===== src/rtl/orange_sprite_fetch_if.sv =====
// Bundle of scan, frame-position, sprite-ROM and palette-side signals for orange_sprite_fetch.
// master = the video system around the block, slave = orange_sprite_fetch itself.
interface orange_sprite_fetch_if #(
  parameter int ADDR_W = 12
);
  logic              frame_start;
  logic [9:0]        DrawX;
  logic [9:0]        DrawY;
  logic [10:0]       pos_x;
  logic [10:0]       pos_y;
  logic              visible;
  logic              flip_h;
  logic [ADDR_W-1:0] rom_addr;
  logic [7:0]        rom_data;
  logic [7:0]        index_out;
  logic              pixel_valid;

  modport master (
    output frame_start, DrawX, DrawY, pos_x, pos_y, visible, flip_h, rom_data,
    input  rom_addr, index_out, pixel_valid
  );

  modport slave (
    input  frame_start, DrawX, DrawY, pos_x, pos_y, visible, flip_h, rom_data,
    output rom_addr, index_out, pixel_valid
  );
endinterface


===== src/rtl/orange_sprite_fetch.sv =====
// Orange sprite pixel fetch: hit test, ROM addressing and palette-index output, 3-cycle latency.
// Optional horizontal mirroring is built only when ORANGE_FLIP_EN is defined.
module orange_sprite_fetch #(
  parameter int         SPR_W      = 64,
  parameter int         SPR_H      = 64,
  parameter logic [7:0] TRANSP_IDX = 8'd1,
  parameter int         ADDR_W     = $clog2(SPR_W*SPR_H)
) (
  input logic                Clk,
  input logic                Reset,
  orange_sprite_fetch_if.slave bus
);

  localparam int XW = $clog2(SPR_W);
  localparam int YW = $clog2(SPR_H);
  localparam logic signed [11:0] SPR_W_S = 12'(SPR_W);
  localparam logic signed [11:0] SPR_H_S = 12'(SPR_H);

  logic [10:0]       pos_x_q, pos_y_q;
  logic              vis_q;
  logic [ADDR_W-1:0] rom_addr_q, rom_addr_d;
  logic              hit_d1_q, hit_d2_q;
  logic [7:0]        index_q;
  logic              valid_q;

  logic signed [11:0] dx, dy;
  logic               hit;
  logic [XW-1:0]      col;

  // Shadow copies: everything in the hit test comes from here so a frame never tears
  always_ff @(posedge Clk or posedge Reset) begin
    if (Reset) begin
      pos_x_q <= '0;
      pos_y_q <= '0;
      vis_q   <= 1'b0;
    end else if (bus.frame_start) begin
      pos_x_q <= bus.pos_x;
      pos_y_q <= bus.pos_y;
      vis_q   <= bus.visible;
    end
  end

`ifdef ORANGE_FLIP_EN
  logic flip_q;

  always_ff @(posedge Clk or posedge Reset) begin
    if (Reset) begin
      flip_q <= 1'b0;
    end else if (bus.frame_start) begin
      flip_q <= bus.flip_h;
    end
  end
`else
  logic unused_flip_h;
  assign unused_flip_h = bus.flip_h;
`endif

  // Signed offsets let partly off-screen sprites clip without any wrap-around aliasing
  always_comb begin
    dx  = $signed({2'b00, bus.DrawX}) - $signed({pos_x_q[10], pos_x_q});
    dy  = $signed({2'b00, bus.DrawY}) - $signed({pos_y_q[10], pos_y_q});
    hit = vis_q & ~dx[11] & (dx < SPR_W_S) & ~dy[11] & (dy < SPR_H_S);
    col = dx[XW-1:0];
`ifdef ORANGE_FLIP_EN
    if (flip_q) begin
      col = ~dx[XW-1:0];
    end
`endif
    rom_addr_d = rom_addr_q;
    if (hit) begin
      rom_addr_d = ADDR_W'({dy[YW-1:0], col});
    end
  end

  always_ff @(posedge Clk or posedge Reset) begin
    if (Reset) begin
      rom_addr_q <= '0;
      hit_d1_q   <= 1'b0;
      hit_d2_q   <= 1'b0;
      index_q    <= 8'd0;
      valid_q    <= 1'b0;
    end else begin
      rom_addr_q <= rom_addr_d;
      hit_d1_q   <= hit;
      hit_d2_q   <= hit_d1_q;
      index_q    <= hit_d2_q ? bus.rom_data : 8'd0;
      valid_q    <= hit_d2_q & (bus.rom_data != TRANSP_IDX);
    end
  end

  assign bus.rom_addr    = rom_addr_q;
  assign bus.index_out   = index_q;
  assign bus.pixel_valid = valid_q;

endmodule


===== src/flat_wrapper.sv =====
// flat-port wrapper written by rule: the top's interface ports become plain ports
module orange_sprite_fetch_flat 
#(
  parameter int         SPR_W      = 64,
  parameter int         SPR_H      = 64,
  parameter logic [7:0] TRANSP_IDX = 8'd1,
  parameter int         ADDR_W     = $clog2(SPR_W*SPR_H)
)
  (Clk, Reset, bus_frame_start, bus_DrawX, bus_DrawY, bus_pos_x, bus_pos_y, bus_visible, bus_flip_h, bus_rom_data, bus_rom_addr, bus_index_out, bus_pixel_valid);
  orange_sprite_fetch_if #(.ADDR_W(ADDR_W)) bus_i ();
  input logic Clk;
  input logic Reset;
  input wire logic [$bits(bus_i.frame_start)-1:0] bus_frame_start;
  input wire logic [$bits(bus_i.DrawX)-1:0] bus_DrawX;
  input wire logic [$bits(bus_i.DrawY)-1:0] bus_DrawY;
  input wire logic [$bits(bus_i.pos_x)-1:0] bus_pos_x;
  input wire logic [$bits(bus_i.pos_y)-1:0] bus_pos_y;
  input wire logic [$bits(bus_i.visible)-1:0] bus_visible;
  input wire logic [$bits(bus_i.flip_h)-1:0] bus_flip_h;
  input wire logic [$bits(bus_i.rom_data)-1:0] bus_rom_data;
  output wire logic [$bits(bus_i.rom_addr)-1:0] bus_rom_addr;
  output wire logic [$bits(bus_i.index_out)-1:0] bus_index_out;
  output wire logic [$bits(bus_i.pixel_valid)-1:0] bus_pixel_valid;
  assign bus_i.frame_start = bus_frame_start;
  assign bus_i.DrawX = bus_DrawX;
  assign bus_i.DrawY = bus_DrawY;
  assign bus_i.pos_x = bus_pos_x;
  assign bus_i.pos_y = bus_pos_y;
  assign bus_i.visible = bus_visible;
  assign bus_i.flip_h = bus_flip_h;
  assign bus_i.rom_data = bus_rom_data;
  assign bus_rom_addr = bus_i.rom_addr;
  assign bus_index_out = bus_i.index_out;
  assign bus_pixel_valid = bus_i.pixel_valid;
  orange_sprite_fetch #(.SPR_W(SPR_W), .SPR_H(SPR_H), .TRANSP_IDX(TRANSP_IDX), .ADDR_W(ADDR_W)) u_core (.Clk(Clk), .Reset(Reset), .bus(bus_i));
endmodule

===== config.mk =====
export PLATFORM = sky130hd
export DESIGN_NAME = orange_sprite_fetch_flat
export DESIGN_NICKNAME = d
export VERILOG_FILES = /design/src/rtl/orange_sprite_fetch_if.sv /design/src/rtl/orange_sprite_fetch.sv /design/src/flat_wrapper.sv
export SDC_FILE = /design/constraint.sdc
export NUM_CORES = 1
export LEC_CHECK = 0
export CAP_MARGIN = 20
export CORE_MARGIN = 2
export CORE_UTILIZATION = 50
export CTS_BUF_LIST = sky130_fd_sc_hd__clkbuf_8
export DETAILED_ROUTE_END_ITERATION = 12
export GPL_TIMING_DRIVEN = 0
export HOLD_SLACK_MARGIN = 0.06
export PLACE_DENSITY = 0.83
export SYNTH_ARGS = -nofsm -noshare
export SYNTH_HDL_FRONTEND = slang
export SYNTH_SLANG_ARGS = --single-unit

===== constraint.sdc =====
create_clock -name Clk -period 3.3 [get_ports Clk]
set_input_delay 0.825 -clock Clk [delete_from_list [all_inputs] [get_ports Clk]]
set_output_delay 0.825 -clock Clk [all_outputs]
set_load 0.005 [all_outputs]

==> results of run 1 <==
## cell type report
cell class / count / area [um^2] / area share (%)
buffer: 5 / 20.0 / 0.523
clock buffer: 6 / 82.6 / 2.16
clock inverter: 2 / 60.1 / 1.57
inverter: 30 / 113 / 2.94
multi-input combinational: 178 / 1490 / 38.8
sequential: 46 / 1150 / 30.0
tap: 70 / 87.6 / 2.29
timing repair buffer: 84 / 831 / 21.7
## through the flow
stage,power (mW),setup TNS (ps),area [um^2],std cells,setup WS (ps)
6_report,1.60,0,3830,421,104
5_1_grt,1.68,-58.3,3830,421,-13.7
4_1_cts,1.59,0,3770,418,22.2
3_5_place_dp,1.06,-7000,3540,404,-624
3_3_place_gp,1.04,-6920,3520,403,-618
2_1_floorplan,0.904,0,2690,259,88.4
## per-layer routing
metal	up-vias	wire, um	share of wire (%)
li1	1086	-	-
met1	1059	2680	44
met2	68	3090	50
met3	8	289	4.7
met4	0	63	1.0
met5	-	0	0
## cell usage after synthesis, drive strengths merged (2+ instances only)
| cell | number | area, um^2 |
|---|---|---|
| nand3 | 7 | 47.6 |
| clkbuf | 5 | 20.0 |
| nand2 | 23 | 86.3 |
| o2bb2ai | 3 | 32.5 |
| nor4 | 3 | 33.8 |
| and2 | 8 | 50.1 |
| nand4 | 3 | 18.8 |
| or2 | 2 | 12.5 |
| xor2 | 5 | 43.8 |
| nor3 | 2 | 10.0 |
| nand3b | 2 | 18.8 |
| a21boi | 2 | 15.0 |
| fa | 2 | 40.0 |
| inv | 30 | 113 |
| dfrtp | 46 | 1150 |
| ha | 20 | 250 |
| xnor2 | 5 | 43.8 |
| mux2 | 15 | 206 |
| or3 | 2 | 12.5 |
| o21ai | 25 | 136 |
| a31oi | 3 | 33.8 |
| nor4b | 2 | 17.5 |
| a21oi | 17 | 100 |
| mux2i | 2 | 20.0 |
| a21o | 3 | 22.5 |
| o211ai | 2 | 15.0 |
| nor2 | 7 | 26.3 |
## worst reg2reg max path, stage by stage (launching register included)
cell and delay, ps:
sky130_fd_sc_hd__dfrtp_1 370, sky130_fd_sc_hd__ha_2 190, sky130_fd_sc_hd__inv_2 40, sky130_fd_sc_hd__fa_2 370
sky130_fd_sc_hd__a21oi_2 210, sky130_fd_sc_hd__o2bb2ai_2 110, sky130_fd_sc_hd__o41ai_2 250, sky130_fd_sc_hd__xor2_1 200
sky130_fd_sc_hd__nand4_1 150, sky130_fd_sc_hd__nor4_4 260, sky130_fd_sc_hd__nand3_4 120, sky130_fd_sc_hd__buf_6 160
sky130_fd_sc_hd__mux2_4 300
## kinds of logic after synthesis
logic type      synth area share (%)
compound gates                  16.4
xor+xnor                        3.25
fa+ha+maj                       10.8
buf+inv                         4.93
flops                           42.8
mux                             8.41
simple gates                    13.5
## flip-flops by register name (all words and copies together) (netlist names)
name / cells
u_core.bus.index_out: 8
u_core.bus.pixel_valid: 1
u_core.bus.rom_addr: 12
u_core.hit_d1_q: 1
u_core.hit_d2_q: 1
u_core.pos_x_q: 11
u_core.pos_y_q: 11
u_core.vis_q: 1
## timing repair
action	in CTS	in global routing
buffers inserted	6	3
gates resized for setup	15	9
pin swaps	12	12
setup endpoints to repair	12	12
gates cloned	0	0
## worst paths after layout
path,start,end,slack (ps),depth (start not counted)
setup / recovery,bus_DrawX[1],u_core.bus.rom_addr[7],100,10
hold / removal,u_core.hit_d1_q,u_core.hit_d2_q,360,0
setup reg to reg,u_core.pos_y_q[0],u_core.bus.rom_addr[7],460,12
hold reg to reg,u_core.hit_d1_q,u_core.hit_d2_q,360,0
max in group asynchronous,Reset,u_core.pos_x_q[4],2100,3
min in group asynchronous,Reset,u_core.bus.rom_addr[2],740,2
## power by group through the flow
| stage | sequential [mW] | clock [mW] | combinational [mW] |
|---|---|---|---|
| floorplan | 0.623 | 0 | 0.282 |
| global placement | 0.624 | 0 | 0.413 |
| detailed placement | 0.625 | 0 | 0.430 |
| CTS | 0.614 | 0.520 | 0.454 |
| global route | 0.619 | 0.540 | 0.523 |
| finish | 0.615 | 0.510 | 0.473 |
==> Implementation_results.wiki, run 1 <==
{| class="wikitable"
! Metric !! Value
|-
| Post-synthesis sequential element count || 46
|-
| Max-Slew Margin vs Limit || 61.2%
|-
| Commonest non-fill, non-tap cells in the layout || sky130_fd_sc_hd__clkdlybuf4s50_1, sky130_fd_sc_hd__dfrtp_1, sky130_fd_sc_hd__inv_1
|-
| Proportion of layout cells with a drive suffix above 1 || 17.9%
|-
| Clock group share of total power || 31.9%
|-
| Worst path max stage delay || 460 ps
|-
| Maximum buffer depth of the clock tree || 2
|-
| Aggregate global routing overflow || 0
|-
| Global-route met1 utilization || 28.3%
|-
| Rows || 26
|-
| Share of flip-flops with an asynchronous set or reset || 100%
|-
| Netlist cell types || 49
|-
| Critical path, cell by cell || clkdlybuf4s50_1 -> fa_2 -> a21oi_2 -> o211ai_1 -> xnor2_1 -> nand3_1 -> nor4_4 -> nand3_4 -> buf_6 -> mux2_4
|-
| Maximum number of pins on one net before global-route repair || 41
|-
| Crit Path Category || input port to flip-flop
|-
| Most utilized layer in the global route result || met2
|-
| Register clock-pin slew on the reported worst setup and hold paths || 80 ps
|-
| Antenna-violating nets left || 0
|-
| Sum of buffers and inverters on the critical path || 2
|-
| First-pass GRT wire length || 10400 um
|-
| Clock tree from TritonCTS || yes
|-
| Endpoints failing setup || 0
|-
| Vias in the first global route || 2232
|-
| Final weighted congestion in routability-driven placement || 0.860
|-
| Leading cell type in the layout, fill and taps excluded || sky130_fd_sc_hd__clkdlybuf4s50_1
|-
| Transition time at the pin with the least slew margin || 582 ps
|-
| Horiz. Die Dim || 77.4 um
|-
| Cell type group with the largest total delay on the critical path || simple AND/OR/NAND/NOR gates
|-
| Number of filler cells placed in the layout || 391
|-
| Met2 routing resource usage after global routing || 37.7%
|-
| Post-route core utilization || 74.5%
|-
| Hold buffer count at cts || 0
|-
| Wire length reported by the detailed router || 6120 um
|-
| Final hold slack || 362 ps
|-
| Max-cap violation count || 0
|-
| Commonest register cell after synthesis || sky130_fd_sc_hd__dfrtp_1
|-
| Worst min path class || flip-flop to flip-flop
|-
| Part of the total power dissipated in sequential elements || 38.5%
|-
| Latest clock arrival within the worst-skew pair || 300 ps
|-
| Leakage power summed over all cells || 1.74 nW
|-
| Internal cell power || 1.16 mW
|-
| Via count || 2221
|-
| Share of the yosys chip area belonging to registers || 42.8%
|-
| Synthesized area || 2690 um^2
|-
| Worst-case vdd ir drop || 0.000254 V
|-
| Post-synthesis net count || 336
|-
| Part of the power in combinational logic || 29.6%
|-
| H-tree depth reported by CTS || 2
|-
| Final count of pins violating max slew || 0
|-
| Min cycle time layout || 3200 ps
|-
| Ports placed on the boundary || 76
|-
| Count of flip-flops with a built-in enable after synthesis || 0
|-
| Aggregate global-route resource usage || 21.8%
|-
| Run status || completed
|-
| Capturing element type of the critical path || flip-flop
|-
| Share of the cycle needed by the critical path after routing || 96.8%
|-
| TritonCTS buffer count || 5
|-
| Die H || 77.4 um
|-
| Critical Path AT || 3380 ps
|-
| Nets@finish || 427
|-
| Root Buffer Master || sky130_fd_sc_hd__clkbuf_8
|-
| Per-cell routed wire length || 14.5 um
|-
| Detail-routed via count per cell || 5.28
|-
| Ant diodes || 0
|-
| Initial DRC count || 74
|-
| Final hold violation count || 0
|-
| Net switching share of the total power || 27.4%
|-
| Startpoint type of the worst setup path || input port
|-
| Synthesis warning total || 0
|-
| Synthesis-to-finish area growth || 42.3%
|-
| Number of standard cells after synthesis || 259
|-
| Crit-path slowest cell || sky130_fd_sc_hd__clkdlybuf4s50_1
|-
| First-pass iteration count of the detailed router || 4
|-
| Average cell area after synthesis || 10.4 um^2
|-
| Highest net fanout along the worst path || 5
|-
| Met3 Use GR || 4.53%
|-
| Clock net sink count || 46
|-
| Req. time, crit path || 3480 ps
|-
| Number of DRC violations after detailed routing || 0
|-
| Count of input and output buffers || 74
|-
| Power density over the cells || 417 nW/um^2
|-
| Core area || 5140 um^2
|-
| Max Clock Freq || 313 MHz
|-
| Final HPWL DP || 4500 um
|-
| Net switching power of the design || 437 uW
|-
| Die area || 5990 um^2
|-
| Worst Skew || 5.20 ps
|-
| Initial antenna violation count || 0
|-
| Initial standard-cell utilization of the core || 52.4%
|}
(Power assumes the default switching activity.)
==> run 2: changes to the inputs <==
CORE_MARGIN = unset   (was 2)
==> Implementation_results.wiki, run 2 (synthesized netlist as in run 1, its figures left out) <==
{| class="wikitable"
! Metric !! Value
|-
| Initial DRC count || 60 (was 74)
|-
| Rows || 26 (unchanged)
|-
| Worst min path class || flip-flop to flip-flop (unchanged)
|-
| Aggregate global-route resource usage || 22.9% (was 21.8%)
|-
| Hold buffer count at cts || 0 (unchanged)
|-
| Via count || 2223 (was 2221)
|-
| Final hold violation count || 0 (unchanged)
|-
| Startpoint type of the worst setup path || input port (unchanged)
|-
| Leading cell type in the layout, fill and taps excluded || sky130_fd_sc_hd__clkdlybuf4s50_1 (unchanged)
|-
| Number of filler cells placed in the layout || 408 (was 391)
|-
| Capturing element type of the critical path || flip-flop (unchanged)
|-
| Ports placed on the boundary || 76 (unchanged)
|-
| Worst R2R Setup Slack || 490 ps (was 460 ps)
|-
| Nets@finish || 425 (was 427)
|-
| Crit-path slowest cell || sky130_fd_sc_hd__clkdlybuf4s50_1 (unchanged)
|-
| FF-to-FF path depth || 12 (unchanged)
|-
| Share of the cycle needed by the critical path after routing || 97.5% (was 96.8%)
|-
| Req. time, crit path || 3490 ps (was 3480 ps)
|-
| Antenna-violating nets left || 0 (unchanged)
|-
| TritonCTS buffer count || 5 (unchanged)
|-
| Maximum buffer depth of the clock tree || 2 (unchanged)
|-
| Run status || completed (unchanged)
|-
| Per-cell routed wire length || 14.6 um (was 14.5 um)
|-
| Final weighted congestion in routability-driven placement || 0.857 (was 0.860)
|-
| Critical Path AT || 3400 ps (was 3380 ps)
|-
| Sum of buffers and inverters on the critical path || 2 (unchanged)
|-
| Max-Slew Margin vs Limit || 63.5% (was 61.2%)
|-
| Endpoints failing setup || 0 (unchanged)
|-
| Max Clock Freq || 311 MHz (was 313 MHz)
|-
| Worst path max stage delay || 410 ps (was 460 ps)
|-
| First-pass iteration count of the detailed router || 4 (unchanged)
|-
| Ant diodes || 0 (unchanged)
|-
| Die area || 5680 um^2 (was 5990 um^2)
|-
| Number of DRC violations after detailed routing || 0 (unchanged)
|-
| Worst-case vdd ir drop || 0.000247 V (was 0.000254 V)
|-
| Initial antenna violation count || 0 (unchanged)
|-
| Root Buffer Master || sky130_fd_sc_hd__clkbuf_8 (unchanged)
|-
| Register clock-pin slew on the reported worst setup and hold paths || 80 ps (about the same)
|-
| Aggregate global routing overflow || 0 (unchanged)
|-
| Crit path depth || 11 (was 10)
|-
| Core area || 5140 um^2 (unchanged)
|-
| Final total negative setup slack || 0 ps (unchanged)
|-
| Min-Delay Path Depth || 0 (unchanged)
|-
| Wire length reported by the detailed router || 6110 um (was 6120 um)
|-
| Detail-routed via count per cell || 5.31 (was 5.28)
|-
| Leakage power summed over all cells || 1.71 nW (was 1.74 nW)
|-
| Synthesis-to-finish area growth || 40.1% (was 42.3%)
|-
| Vias in the first global route || 2207 (was 2232)
|-
| Reg-to-reg critical path startpoint || u_core.pos_y_q[0] (unchanged)
|-
| First-pass GRT wire length || 9710 um (was 10400 um)
|-
| Power density over the cells || 379 nW/um^2 (was 417 nW/um^2)
|-
| Highest net fanout along the worst path || 5 (unchanged)
|-
| Critical path, cell by cell || clkdlybuf4s50_1 -> ha_1 -> nand3_1 -> o211ai_1 -> a21o_1 -> a21oi_2 -> o31a_1 -> o21ai_4 -> nand3_4 -> buf_6 -> mux2_4 (was clkdlybuf4s50_1 -> fa_2 -> a21oi_2 -> o211ai_1 -> xnor2_1 -> nand3_1 -> nor4_4 -> nand3_4 -> buf_6 -> mux2_4)
|-
| Worst Skew || 4.53 ps (was 5.20 ps)
|-
| Transition time at the pin with the least slew margin || 548 ps (was 582 ps)
|-
| Commonest non-fill, non-tap cells in the layout || sky130_fd_sc_hd__clkdlybuf4s50_1, sky130_fd_sc_hd__dfrtp_1, sky130_fd_sc_hd__inv_1 (unchanged)
|-
| H-tree depth reported by CTS || 2 (unchanged)
|-
| Proportion of layout cells with a drive suffix above 1 || 18.3% (was 17.9%)
|-
| Count of input and output buffers || 74 (unchanged)
|-
| Design Power || 1.43 mW (was 1.60 mW)
|-
| Min cycle time layout || 3220 ps (was 3200 ps)
|-
| Hold worst-path end || u_core.hit_d2_q (unchanged)
|-
| Maximum number of pins on one net before global-route repair || 27 (was 41)
|-
| Largest register FFs || 12 (unchanged)
|-
| Crit Path Category || input port to flip-flop (unchanged)
|-
| Final HPWL DP || 4520 um (was 4500 um)
|-
| Horiz. Die Dim || 75.4 um (was 77.4 um)
|-
| Clock tree from TritonCTS || yes (unchanged)
|-
| Final count of pins violating max slew || 0 (unchanged)
|-
| Clock net sink count || 46 (unchanged)
|-
| Die H || 75.4 um (was 77.4 um)
|-
| Reg2Reg Capture Point || u_core.bus.rom_addr[1] (was u_core.bus.rom_addr[7])
|-
| Latest clock arrival within the worst-skew pair || 300 ps (about the same)
|-
| Cell type group with the largest total delay on the critical path || compound AO/OA/AOI/OAI gates (was simple AND/OR/NAND/NOR gates)
|-
| Unrepaired setup endpoints after global routing || false
|-
| Min-delay src || u_core.hit_d1_q (unchanged)
|-
| Initial standard-cell utilization of the core || 52.4% (unchanged)
|-
| Max-cap violation count || 0 (unchanged)
|}
[run 2: final cells by class]
cell class                      count  area, um^2  area share [%]
Clock buffer                        6        82.6            2.19
Sequential cell                    46        1150            30.5
Multi-Input combinational cell    178        1490            39.4
Timing Repair Buffer               82         823            21.8
Clock inverter                      2        8.76           0.232
Tap cell                           70        87.6            2.32
Inverter                           30         113            2.98
Buffer                              5        20.0           0.531
[run 2: how the worst max path moves through the flow]
stage	startpoint	slack, ps	endpoint
final	bus_DrawX[4]	80	u_core.bus.rom_addr[1]
after global routing	bus_DrawX[4]	7	u_core.bus.rom_addr[8]
after CTS	bus_DrawY[2]	2	u_core.bus.rom_addr[1]
after detailed placement	bus_DrawY[0]	-690	u_core.bus.rom_addr[11]
after global placement	bus_DrawY[0]	-620	u_core.bus.rom_addr[11]
after floorplan	bus_DrawY[0]	90	u_core.bus.rom_addr[10]
[run 2: worst reg2reg max path, stage by stage (launching register included)]
cell                        delay (ps)
sky130_fd_sc_hd__dfrtp_1           430
sky130_fd_sc_hd__ha_4              170
sky130_fd_sc_hd__inv_2              40
sky130_fd_sc_hd__fa_2              360
sky130_fd_sc_hd__a21oi_2           200
sky130_fd_sc_hd__o2bb2ai_2         110
sky130_fd_sc_hd__nor4_2            190
sky130_fd_sc_hd__mux2i_1           230
sky130_fd_sc_hd__nand4_1           160
sky130_fd_sc_hd__nor4_4            240
sky130_fd_sc_hd__nand3_4           120
sky130_fd_sc_hd__buf_6             160
sky130_fd_sc_hd__mux2_4            290
[run 2: through the flow]
step / cell area (um^2) / utilization (%) / hold slack, ps / instances / setup WS [ps]
2_1_floorplan: 2690 / - / 331 / 259 / 88.4
3_3_place_gp: 3520 / 68.5 / 333 / 403 / -617
3_5_place_dp: 3550 / 69.0 / 337 / 404 / -689
4_1_cts: 3720 / 72.4 / 356 / 417 / 2.34
5_1_grt: 3770 / 73.4 / 381 / 419 / 6.63
6_report: 3770 / 73.4 / 360 / 419 / 82.2
[run 2: routing by layer]
layer / GRT usage, % / share of wire (%) / up-vias
met5: 0 / 0 / -
met4: 9.67 / 2.5 / 0
met3: 5.03 / 5.1 / 13
met2: 41.6 / 50 / 68
met1: 26.0 / 42 / 1062
li1: - / - / 1080
[run 2: what timing repair did]
action	4_1_cts	5_1_grt
setup endpoints to repair	12	12
gates cloned	0	0
endpoints found under the hold margin	0	0
pin swaps	10	11
resized for setup	18	11
setup buffers	5	2
[run 2: power by group]
part	internal [mW]	switching, mW
combinational	0.237	0.232
clock	0.166	0.180
sequential	0.598	0.0177
total	1.00	0.429
==> run 3: changes to the inputs <==
MAX_ROUTING_LAYER = met4   (was unset)
SLEW_MARGIN = 20   (was unset)
clock period = 3.08 ns   (was 3.3 ns; I/O delays follow)
==> Implementation_results.wiki, run 3 (synthesized netlist as in run 1, its figures left out) <==
{| class="wikitable"
! Metric !! Value
|-
| CP Capture Point || u_core.bus.rom_addr[4] (was u_core.bus.rom_addr[1])
|-
| Maximum buffer depth of the clock tree || 2 (unchanged)
|-
| Wire length reported by the detailed router || 6690 um (was 6110 um)
|-
| Reg-to-reg critical path startpoint || u_core.pos_y_q[0] (unchanged)
|-
| Hold buffer count at cts || 0 (unchanged)
|-
| Ports placed on the boundary || 76 (unchanged)
|-
| Min cycle time layout || 3070 ps
|-
| Via count || 2304 (was 2223)
|-
| Root Buffer Master || sky130_fd_sc_hd__clkbuf_8 (unchanged)
|-
| Clock net sink count || 46 (unchanged)
|-
| Final setup margin || 10.5 ps (was 82.2 ps)
|-
| Die H || 75.4 um (unchanged)
|-
| Power density over the cells || 409 nW/um^2 (was 379 nW/um^2)
|-
| Clock tree from TritonCTS || yes (unchanged)
|-
| First-pass GRT wire length || 10500 um (was 9710 um)
|-
| Horiz. Die Dim || 75.4 um (unchanged)
|-
| Area post-placement || 3550 um^2 (about the same)
|-
| Share of the cycle needed by the critical path after routing || 99.7%
|-
| Worst slack, placed || -668 ps (was -689 ps)
|-
| Max-cap violation count || 0 (unchanged)
|-
| Max-Slew Margin vs Limit || 60.2% (was 63.5%)
|-
| Die area || 5680 um^2 (unchanged)
|-
| Run status || completed (unchanged)
|-
| Startpoint type of the worst setup path || input port (unchanged)
|-
| Initial antenna violation count || 0 (unchanged)
|-
| Aggregate global routing overflow || 0 (unchanged)
|-
| Final hold violation count || 0 (unchanged)
|-
| Post-route core utilization || 78.1% (was 73.4%)
|-
| Worst-case vdd ir drop || 0.000264 V (was 0.000247 V)
|-
| Transition time at the pin with the least slew margin || 597 ps (was 548 ps)
|-
| Initial DRC count || 100 (was 60)
|-
| Critical Path AT || 3260 ps (was 3400 ps)
|-
| Leading cell type in the layout, fill and taps excluded || sky130_fd_sc_hd__clkdlybuf4s50_1 (unchanged)
|-
| Crit Path Category || input port to flip-flop (unchanged)
|-
| FF-to-FF path depth || 13 (was 12)
|-
| Req. time, crit path || 3270 ps (was 3490 ps)
|-
| Crit. Startpoint || bus_DrawX[5] (was bus_DrawX[4])
|-
| Antenna-violating nets left || 0 (unchanged)
|-
| Largest register FFs || 12 (unchanged)
|-
| Commonest non-fill, non-tap cells in the layout || sky130_fd_sc_hd__clkdlybuf4s50_1, sky130_fd_sc_hd__dfrtp_1, sky130_fd_sc_hd__inv_1 (unchanged)
|-
| Number of DRC violations after detailed routing || 0 (unchanged)
|-
| Maximum number of pins on one net before global-route repair || 34 (was 27)
|-
| H-tree depth reported by CTS || 2 (unchanged)
|-
| Ant diodes || 0 (unchanged)
|-
| Unrepaired setup endpoints after global routing || true (was false)
|-
| Count of placed standard cells in the final layout, fillers left out || 429 (was 419)
|-
| Final weighted congestion in routability-driven placement || 0.831 (was 0.857)
|-
| Core area || 5140 um^2 (unchanged)
|-
| Count of input and output buffers || 74 (unchanged)
|-
| Per-cell routed wire length || 15.6 um (was 14.6 um)
|-
| Final standard cell area without fillers || 4020 um^2 (was 3770 um^2)
|-
| Final HPWL DP || 4450 um (was 4520 um)
|-
| Worst min path class || flip-flop to flip-flop (unchanged)
|-
| Inst Count DP || 404 (unchanged)
|-
| Capturing element type of the critical path || flip-flop (unchanged)
|-
| Worst Skew || 10.7 ps (was 4.53 ps)
|-
| Latest clock arrival within the worst-skew pair || 310 ps (was 300 ps)
|-
| Register clock-pin slew on the reported worst setup and hold paths || 100 ps (was 80 ps)
|-
| Rows || 26 (unchanged)
|-
| Synthesis-to-finish area growth || 49.1% (was 40.1%)
|-
| Endpoints failing setup || 0 (unchanged)
|-
| First-pass iteration count of the detailed router || 4 (unchanged)
|-
| Final count of pins violating max slew || 0 (unchanged)
|-
| Proportion of layout cells with a drive suffix above 1 || 24.0% (was 18.3%)
|-
| TritonCTS buffer count || 5 (unchanged)
|-
| Aggregate global-route resource usage || 25.8% (was 22.9%)
|-
| Highest net fanout along the worst path || 5 (unchanged)
|-
| Number of filler cells placed in the layout || 347 (was 408)
|-
| Detail-routed via count per cell || 5.37 (was 5.31)
|-
| Reg2Reg Capture Point || u_core.bus.rom_addr[4] (was u_core.bus.rom_addr[1])
|-
| Leakage power summed over all cells || 1.80 nW (was 1.71 nW)
|-
| Initial standard-cell utilization of the core || 52.4% (unchanged)
|-
| Vias in the first global route || 2322 (was 2207)
|-
| Worst R2R Setup Slack || 230 ps (was 490 ps)
|-
| Max Clock Freq || 326 MHz
|-
| Nets@finish || 435 (was 425)
|-
| Final hold slack || 360 ps (about the same)
|}
[run 3: changes by cell type in the layout (fill, tap and decap cells not counted), moves of 3 or more]
cell and change:
sky130_fd_sc_hd__dlymetal6s2s_1 +3, sky130_fd_sc_hd__a21oi_2 -3, sky130_fd_sc_hd__ha_1 -6, sky130_fd_sc_hd__buf_4 +10
sky130_fd_sc_hd__ha_4 +8, sky130_fd_sc_hd__clkdlybuf4s50_1 -5
[run 3: per-layer routing]
layer	share of wire [%]	GRT usage (%)
met1	42	29.7
met2	50	44.5
met3	5.7	5.03
met4	2.5	10.1
met5	0	-
[run 3: per-stage QoR]
stage | TNS, ps | power [mW]
floorplan | 0 | 0.971
global placement | -7440 | 1.11
detailed placement | -7760 | 1.13
CTS | -1470 | 1.57
global route | -920 | 1.72
finish | 0 | 1.64
[run 3: worst max-delay path: stages]
cell and delay [ps]:
sky130_fd_sc_hd__clkdlybuf4s50_1 460, sky130_fd_sc_hd__ha_4 330, sky130_fd_sc_hd__nand3_1 90, sky130_fd_sc_hd__o211ai_1 220, sky130_fd_sc_hd__buf_4 150, sky130_fd_sc_hd__a21o_1 150
sky130_fd_sc_hd__a21oi_1 100, sky130_fd_sc_hd__o31a_1 260, sky130_fd_sc_hd__o21ai_2 180, sky130_fd_sc_hd__nand3_4 110, sky130_fd_sc_hd__buf_6 150, sky130_fd_sc_hd__mux2_4 290
[run 3: worst min path at each step]
stage                          startpoint               to  slack (ps)  depth (start not counted)
after floorplan           u_core.hit_d1_q  u_core.hit_d2_q         330                          0
after global placement    u_core.hit_d1_q  u_core.hit_d2_q         330                          0
after detailed placement  u_core.hit_d1_q  u_core.hit_d2_q         340                          0
after CTS                 u_core.hit_d1_q  u_core.hit_d2_q         360                          0
after global routing      u_core.hit_d1_q  u_core.hit_d2_q         360                          0
final                     u_core.hit_d1_q  u_core.hit_d2_q         360                          0
[run 3: report_power, final]
group | leakage [nW] | internal (mW) | total (mW) | switching [mW]
Sequential | 0.598 | 0.641 | 0.660 | 0.0189
Clock | 0.0447 | 0.164 | 0.395 | 0.231
Combinational | 1.16 | 0.306 | 0.586 | 0.280
[run 3: layout make-up]
type | instances | area (um^2) | share of cell area [%]
Buffer | 5 | 20.0 | 0.499
Clock buffer | 5 | 68.8 | 1.71
Inverter | 30 | 115 | 2.87
Sequential cell | 46 | 1150 | 28.7
Tap cell | 70 | 87.6 | 2.18
Clock inverter | 3 | 25.0 | 0.623
Timing Repair Buffer | 92 | 903 | 22.5
Multi-Input combinational cell | 178 | 1640 | 40.9
[run 3: timing repair]
item                       4_1_cts  5_1_grt
pin swaps                       17       18
resized for setup               34       19
setup endpoints to repair       12       13
cloned                           1        0
setup buffers                   12        6
